## config.mk

```make
export PLATFORM = sky130hd
export DESIGN_NAME = line_burst_ctrl_flat
export DESIGN_NICKNAME = d
export VERILOG_FILES = /design/src/rtl/line_burst_ctrl_if.sv /design/src/rtl/line_burst_ctrl.sv /design/src/flat_wrapper.sv
export SDC_FILE = /design/constraint.sdc
export NUM_CORES = 2
export LEC_CHECK = 0
export BUFFER_PORTS_ARGS = -buffer_cell sky130_fd_sc_hd__buf_2
export CAP_MARGIN = 20
export CORE_AREA = 2 2 398 400
export CTS_CLUSTER_SIZE = 10
export DETAILED_ROUTE_END_ITERATION = 7
export DIE_AREA = 0 0 400 402
export HOLD_SLACK_MARGIN = 0.06
export PLACE_DENSITY_LB_ADDON = 0.3
export SYNTH_ARGS = -nofsm -noshare
export SYNTH_HDL_FRONTEND = slang
export SYNTH_SLANG_ARGS = --single-unit
```

## constraint.sdc

```tcl
create_clock -name clk -period 6.65 [get_ports clk]
set_clock_uncertainty 0.1 [all_clocks]
set_input_delay 0.9975 -clock clk [delete_from_list [all_inputs] [get_ports clk]]
set_output_delay 0.9975 -clock clk [all_outputs]
set_load 0.02 [all_outputs]
```

## src/rtl/line_burst_ctrl_if.sv

```systemverilog
//------------------------------------------------------------------------------
// Module   : line_burst_ctrl_if
// Purpose  : Burst-memory bus between the line burst controller and a 64-bit
//            burst memory.  One request channel (address + read/write strobe
//            + write beat, accepted by bmem_ready) and one read-return
//            channel (tagged with the beat's line address).
// Ports    : bmem_addr / bmem_read / bmem_write / bmem_wdata  controller -> mem
//            bmem_ready                                        mem -> controller
//            bmem_raddr / bmem_rdata / bmem_rvalid             mem -> controller
// Modports : master (controller side), slave (memory side)
// Revision : 1.0  initial release
//------------------------------------------------------------------------------
`default_nettype none

interface line_burst_ctrl_if;

  // request channel
  logic [31:0] bmem_addr;
  logic        bmem_read;
  logic        bmem_write;
  logic [63:0] bmem_wdata;
  logic        bmem_ready;

  // read-return channel
  logic [31:0] bmem_raddr;
  logic [63:0] bmem_rdata;
  logic        bmem_rvalid;

  modport master (
    output bmem_addr,
    output bmem_read,
    output bmem_write,
    output bmem_wdata,
    input  bmem_ready,
    input  bmem_raddr,
    input  bmem_rdata,
    input  bmem_rvalid
  );

  modport slave (
    input  bmem_addr,
    input  bmem_read,
    input  bmem_write,
    input  bmem_wdata,
    output bmem_ready,
    output bmem_raddr,
    output bmem_rdata,
    output bmem_rvalid
  );

endinterface

`default_nettype wire

```

## src/rtl/line_burst_ctrl.sv

```systemverilog
//------------------------------------------------------------------------------
// Module   : line_burst_ctrl
// Purpose  : Arbitrates I-side line reads and D-side line reads/writebacks
//            onto a single 64-bit burst memory.  A 256-bit line moves as
//            four 64-bit beats.  Reads issue one request and collect four
//            address-tagged return beats; writes stream four beats, each
//            held until the memory accepts it.
// Params   : D_FIRST  0 = round-robin between sides, 1 = D side always wins
// Ports    : clk, rst_n              clock, async active-low reset
//            i_addr/i_read           I-side request (level, held until i_resp)
//            i_rdata/i_resp          I-side returned line / completion pulse
//            d_addr/d_read/d_write   D-side request (level, held until d_resp)
//            d_wdata                 D-side writeback line
//            d_rdata/d_resp          D-side returned line / completion pulse
//            bmem                    burst-memory bus (master modport)
//            busy                    controller is not idle
//            grant_d                 current / last owner (1 = D side)
// Revision : 1.0  initial release
//------------------------------------------------------------------------------
`default_nettype none

module line_burst_ctrl #(
  parameter bit D_FIRST = 1'b0
) (
  input  wire logic           clk,
  input  wire logic           rst_n,

  input  wire logic [31:0]    i_addr,
  input  wire logic           i_read,
  output logic      [255:0]   i_rdata,
  output logic                i_resp,

  input  wire logic [31:0]    d_addr,
  input  wire logic           d_read,
  input  wire logic           d_write,
  input  wire logic [255:0]   d_wdata,
  output logic      [255:0]   d_rdata,
  output logic                d_resp,

  line_burst_ctrl_if.master   bmem,

  output logic                busy,
  output logic                grant_d
);

  typedef enum logic [2:0] {
    IDLE       = 3'd0,
    RD_ISSUE   = 3'd1,
    RD_COLLECT = 3'd2,
    WR_BEAT    = 3'd3,
    RESP       = 3'd4
  } state_t;

  state_t         state_q, state_d;
  logic [1:0]     cnt_q, cnt_d;        // beat slot index within the line
  logic           owner_q, owner_d;    // 1 = D side owns the transaction
  logic           is_wr_q, is_wr_d;    // transaction is a writeback
  logic [31:0]    addr_q, addr_d;      // line-aligned address
  logic [255:0]   line_q, line_d;      // write data or assembled read line
  logic           prefer_q, prefer_d;  // round-robin pointer, 1 = D preferred

  logic           d_req;
  logic           take_d;
  logic           beat_hit;

  // Low address bits are discarded: every transfer is a whole aligned line,
  // and return beats are matched on the line portion of their address.
  logic           unused_addr_bits;
  assign unused_addr_bits = ^{i_addr[4:0], d_addr[4:0], bmem.bmem_raddr[4:0]};

  assign d_req = d_read | d_write;

  // D wins when I is absent, when D has fixed priority, or when the
  // round-robin pointer currently favours D.
  assign take_d = d_req & (~i_read | D_FIRST | prefer_q);

  assign beat_hit = bmem.bmem_rvalid &&
                    (bmem.bmem_raddr[31:5] == addr_q[31:5]);

  //--------------------------------------------------------------------------
  // Next-state and datapath update
  //--------------------------------------------------------------------------
  always_comb begin
    state_d  = state_q;
    cnt_d    = cnt_q;
    owner_d  = owner_q;
    is_wr_d  = is_wr_q;
    addr_d   = addr_q;
    line_d   = line_q;
    prefer_d = prefer_q;

    unique case (state_q)
      IDLE: begin
        if (i_read || d_req) begin
          owner_d  = take_d;
          prefer_d = ~take_d;
          // read+write together from D counts as a writeback
          is_wr_d  = take_d & d_write;
          addr_d   = {(take_d ? d_addr[31:5] : i_addr[31:5]), 5'b0};
          cnt_d    = 2'd0;
          if (take_d && d_write) begin
            line_d  = d_wdata;
            state_d = WR_BEAT;
          end else begin
            state_d = RD_ISSUE;
          end
        end
      end

      RD_ISSUE: begin
        if (bmem.bmem_ready) begin
          state_d = RD_COLLECT;
        end
      end

      RD_COLLECT: begin
        // beats tagged with some other line belong to someone else
        if (beat_hit) begin
          line_d[{cnt_q, 6'd0} +: 64] = bmem.bmem_rdata;
          cnt_d = cnt_q + 2'd1;
          if (cnt_q == 2'd3) begin
            state_d = RESP;
          end
        end
      end

      WR_BEAT: begin
        if (bmem.bmem_ready) begin
          cnt_d = cnt_q + 2'd1;
          if (cnt_q == 2'd3) begin
            state_d = RESP;
          end
        end
      end

      RESP: begin
        state_d = IDLE;
      end

      default: begin
        state_d = IDLE;
      end
    endcase
  end

  //--------------------------------------------------------------------------
  // State and control registers
  //--------------------------------------------------------------------------
  always_ff @(posedge clk or negedge rst_n) begin
    if (!rst_n) begin
      state_q  <= IDLE;
      cnt_q    <= 2'd0;
      owner_q  <= 1'b0;
      is_wr_q  <= 1'b0;
      addr_q   <= '0;
      line_q   <= '0;
      prefer_q <= 1'b0;
    end else begin
      state_q  <= state_d;
      cnt_q    <= cnt_d;
      owner_q  <= owner_d;
      is_wr_q  <= is_wr_d;
      addr_q   <= addr_d;
      line_q   <= line_d;
      prefer_q <= prefer_d;
    end
  end

  //--------------------------------------------------------------------------
  // Registered outputs.  Each is computed from the next state so that the
  // bus strobes line up with the state they belong to while still coming
  // straight out of flops (no path from bmem inputs to bmem outputs).
  //--------------------------------------------------------------------------
  always_ff @(posedge clk or negedge rst_n) begin
    if (!rst_n) begin
      bmem.bmem_addr  <= '0;
      bmem.bmem_read  <= 1'b0;
      bmem.bmem_write <= 1'b0;
      bmem.bmem_wdata <= '0;
      i_resp          <= 1'b0;
      d_resp          <= 1'b0;
      i_rdata         <= '0;
      d_rdata         <= '0;
    end else begin
      bmem.bmem_read  <= (state_d == RD_ISSUE);
      bmem.bmem_write <= (state_d == WR_BEAT);
      bmem.bmem_addr  <= ((state_d == RD_ISSUE) || (state_d == WR_BEAT)) ?
                         addr_d : '0;
      // the beat on the bus follows cnt, so it only moves once accepted
      bmem.bmem_wdata <= (state_d == WR_BEAT) ?
                         line_d[{cnt_d, 6'd0} +: 64] : '0;

      i_resp <= (state_d == RESP) && !owner_d;
      d_resp <= (state_d == RESP) &&  owner_d;

      // returned lines hold until the same side's next completion;
      // writebacks leave d_rdata untouched
      if ((state_d == RESP) && !owner_d) begin
        i_rdata <= line_d;
      end
      if ((state_d == RESP) && owner_d && !is_wr_d) begin
        d_rdata <= line_d;
      end
    end
  end

  assign busy    = (state_q != IDLE);
  assign grant_d = owner_q;

endmodule

`default_nettype wire

```

## src/flat_wrapper.sv

```systemverilog
// flat-port wrapper written by rule: the top's interface ports become plain ports
module line_burst_ctrl_flat 
#(
  parameter bit D_FIRST = 1'b0
)
  (clk, rst_n, i_addr, i_read, i_rdata, i_resp, d_addr, d_read, d_write, d_wdata, d_rdata, d_resp, busy, grant_d, bmem_bmem_addr, bmem_bmem_read, bmem_bmem_write, bmem_bmem_wdata, bmem_bmem_ready, bmem_bmem_raddr, bmem_bmem_rdata, bmem_bmem_rvalid);
  line_burst_ctrl_if bmem_i ();
  input  wire logic clk;
  input  wire logic rst_n;
  input  wire logic [31:0] i_addr;
  input  wire logic i_read;
  output logic      [255:0] i_rdata;
  output logic i_resp;
  input  wire logic [31:0] d_addr;
  input  wire logic d_read;
  input  wire logic d_write;
  input  wire logic [255:0] d_wdata;
  output logic      [255:0] d_rdata;
  output logic d_resp;
  output logic busy;
  output logic grant_d;
  output wire logic [$bits(bmem_i.bmem_addr)-1:0] bmem_bmem_addr;
  output wire logic [$bits(bmem_i.bmem_read)-1:0] bmem_bmem_read;
  output wire logic [$bits(bmem_i.bmem_write)-1:0] bmem_bmem_write;
  output wire logic [$bits(bmem_i.bmem_wdata)-1:0] bmem_bmem_wdata;
  input wire logic [$bits(bmem_i.bmem_ready)-1:0] bmem_bmem_ready;
  input wire logic [$bits(bmem_i.bmem_raddr)-1:0] bmem_bmem_raddr;
  input wire logic [$bits(bmem_i.bmem_rdata)-1:0] bmem_bmem_rdata;
  input wire logic [$bits(bmem_i.bmem_rvalid)-1:0] bmem_bmem_rvalid;
  assign bmem_bmem_addr = bmem_i.bmem_addr;
  assign bmem_bmem_read = bmem_i.bmem_read;
  assign bmem_bmem_write = bmem_i.bmem_write;
  assign bmem_bmem_wdata = bmem_i.bmem_wdata;
  assign bmem_i.bmem_ready = bmem_bmem_ready;
  assign bmem_i.bmem_raddr = bmem_bmem_raddr;
  assign bmem_i.bmem_rdata = bmem_bmem_rdata;
  assign bmem_i.bmem_rvalid = bmem_bmem_rvalid;
  line_burst_ctrl #(.D_FIRST(D_FIRST)) u_core (.clk(clk), .rst_n(rst_n), .i_addr(i_addr), .i_read(i_read), .i_rdata(i_rdata), .i_resp(i_resp), .d_addr(d_addr), .d_read(d_read), .d_write(d_write), .d_wdata(d_wdata), .d_rdata(d_rdata), .d_resp(d_resp), .bmem(bmem_i), .busy(busy), .grant_d(grant_d));
endmodule
```

==> impl_results.md <==
* P&R area growth vs syn at 25.7%
* H-tree lvl count at 3
* Period utilisation layout at 68.5%
* Ys flop type: dfrtp_1
* Worst-path clk slew at 0.06 ns
* YS warnings at 0
* Worst min path class: input port to asynchronous set/reset pin
* Vias in the first global route at 35,666
* Syn Nets at 3,990
* Setup Viol. Count Final at 0
* Leak at 27.4 nW
* TritonCTS Buffers at 109
* Placed Area at 49,300 sq um
* EDFF count, synth at 0
* Register bit count reported by yosys at 908
* Clock sink total at 908
* Cts hold-fix bufs at 0
* Total of max-cap violations at 0
* Data arrival time of the worst path at 5.04 ns
* WP buf/inv at 1
* Avg WL per Cell at 29.1 microns
* Post-synthesis sequential area ratio at 54.2%
* Global-route wire length before repair at 270,000 microns
* Placer Congestion at 0.877
* Starting Density at 26.7%
* Final Hold Viols at 0
* Initial drt markers at 4,084
* Port bufs at 1,021
* Finished Core Util at 33.5%
* Final Slew Violations at 0
* Row count at 146
* Final Net Count at 4,860
* Avg Inst Size Synth at 11.8 sq um
* Routed Antenna Nets at 0
* DP Wirelength at 132,000 microns
* Worst-skew pair later-pin latency at 0.74 ns
* Layout cells sized above 1 at 38.6%
* TritonRoute pass-1 iters at 5
* Worst-Margin Slew at 1.06 ns
* Core footprint at 157,000 sq um
* Relative slew slack at 29.1%
* CTS Buffer Depth at 3
* Die height at 402 microns
* Setup ws final at 2.10 ns
* Unrepaired setup endpoints after global routing: no
* CP max stage cell: or4_4
* Commonest cells in the netlist: 908 x dfrtp_1, 321 x o22ai_1, 282 x o21ai_0
* CTS resizes at 0
* Kind of end point of the critical path: flip-flop
* Synth Instances at 3,561
* Root Buffer: clkbuf_16
* Grt ovf at 0
* Crit-path cells: xnor2_1 -> nand4_1 -> or4_4 -> o41ai_4 -> and3_1 -> nand3_4 -> buf_12 -> mux2_1
* Antenna violations before repair at 83
* Pin count of the biggest net entering global routing at 160
* Top-count cell post-synth: dfrtp_1
* Post-layout min period at 4.55 ns
* Kind of critical path: flip-flop to flip-flop
* Crit-path leading delay family: simple AND/OR/NAND/NOR gates
* Post CTS Setup Buffer Count at 0
* Setup WS pre-CTS at 1.51 ns
* Post-route cell area at 52,700 sq um
* Total global-route track usage at 23.0%
* Power density cells at 222 nW/um^2
* DRC at 0
* Top-level I/O count at 1,037
* Largest area contributor in the netlist: dfrtp_1
* Data required time at the worst endpoint at 7.14 ns
* Crit path largest cell delay at 0.90 ns
* Fin Setup TNS at 0 ns
* Status: finished, final reports clean
* Asr flop ratio synth at 100%
* Routed vias/inst at 5.50
* DRT Wirelength at 192,000 microns
* Die area at 161,000 sq um
* Synth top area share at 54.2%
* Nature of the critical path startpoint: flip-flop
* Die width at 400 microns
* Netlist Area Pre-Place at 41,900 sq um
* Fmax at 220 MHz
* CTS tree: yes
* Cell variety after synth at 46
* CP Max Fanout at 76
* Area contributors post-synth: dfrtp_1 54%, mux2_4 7.2%, mux2_2 6.3%, o22ai_1 4.8%, a31oi_1 3.8%
* Maximum vdd drop at 0.000183 V
* Total number of vias at 36,330
placed cells by master, fill, tap and decap left out, types with 19 or more instances in the layout:
| cell | n |
|---|---|
| diode_2 | 55 |
| nand3_1 | 193 |
| clkbuf_1 | 20 |
| buf_4 | 76 |
| or4_1 | 64 |
| o21ai_0 | 282 |
| mux2_4 | 200 |
| buf_12 | 30 |
| o22a_1 | 61 |
| nand2_1 | 102 |
| buf_2 | 1020 |
| mux2i_1 | 155 |
| nor3_1 | 129 |
| mux2_2 | 235 |
| clkbuf_16 | 109 |
| dfrtp_1 | 907 |
| nand4_1 | 68 |
| nor2b_1 | 32 |
| xnor2_1 | 19 |
| a31oi_1 | 257 |
| o22ai_1 | 320 |
| mux2_1 | 77 |
per-stage QoR:
| stage | total power (W) | hold WS [ns] | instances |
|---|---|---|---|
| global placement | 0.00604 | 0.358 | 6391 |
| finish | 0.0117 | 0.238 | 6606 |
| CTS | 0.0118 | 0.210 | 6550 |
| global route | 0.0120 | 0.235 | 6597 |
| floorplan | 0.00572 | 0.342 | 3561 |
| detailed placement | 0.00604 | 0.361 | 6391 |
state kept, by name, summed over array words and instances, names as in the netlist:
name	cells
u_core.d_resp	1
u_core.bmem.bmem_wdata	64
u_core.i_resp	1
u_core.line_q	256
u_core.grant_d	1
u_core.bmem.bmem_write	1
u_core.addr_q	32
u_core.i_rdata	256
u_core.state_q	3
u_core.prefer_q	1
u_core.cnt_q	2
u_core.d_rdata	256
u_core.is_wr_q	1
u_core.bmem.bmem_addr	32
u_core.bmem.bmem_read	1
per-layer routing:
layer | vias up | track usage (%) | share of wire [%]
met2 | 1971 | 35.2 | 46
met5 | - | 0 | 0.13
met4 | 40 | 11.0 | 4.6
met1 | 18598 | 29.6 | 41
li1 | 15266 | - | -
met3 | 455 | 6.93 | 9.0
cells by family after synthesis:
| family | Yosys count | share of synthesized area [%] |
|---|---|---|
| simple gates | 627 | 8.03 |
| xor+xnor | 27 | 0.564 |
| buf+inv | 382 | 4.05 |
| compound gates | 944 | 13.7 |
| mux | 667 | 19.2 |
| fa+ha+maj | 6 | 0.179 |
| flops | 908 | 54.2 |
cell type report:
class / count / area [sq um]
clock inverters: 20 / 323
diodes: 55 / 138
flip-flops and latches: 908 / 22700
well taps: 2072 / 2590
repair buffers: 1127 / 6290
fillers: 16058 / 104000
multi-input cells: 2271 / 17600
inverters: 14 / 55.1
clock buffers: 139 / 2940
worst paths after layout:
path	startpoint	endpoint	slack [ns]	cells after the start
hold reg to reg	u_core.addr_q[1]$_DFF_PN0_	u_core.addr_q[1]$_DFF_PN0_	0.37	1
hold / removal	rst_n	u_core.d_rdata[38]$_DFFE_PN0P_	0.24	1
max in group asynchronous	rst_n	u_core.addr_q[0]$_DFF_PN0_	4.64	2
setup reg to reg	u_core.addr_q[28]$_DFF_PN0_	u_core.d_rdata[220]$_DFFE_PN0P_	2.10	8
min in group clk	u_core.addr_q[1]$_DFF_PN0_	u_core.addr_q[1]$_DFF_PN0_	0.37	1
setup / recovery	u_core.addr_q[28]$_DFF_PN0_	u_core.d_rdata[220]$_DFFE_PN0P_	2.10	8
power by group:
part | switching, W | internal (W)
combinational | 0.000269 | 0.000143
sequential | 0.0000000000747 | 0.00553
clock | 0.00245 | 0.00330
total | 0.00272 | 0.00897
Note: power is estimated with default switching activity, not from simulation.
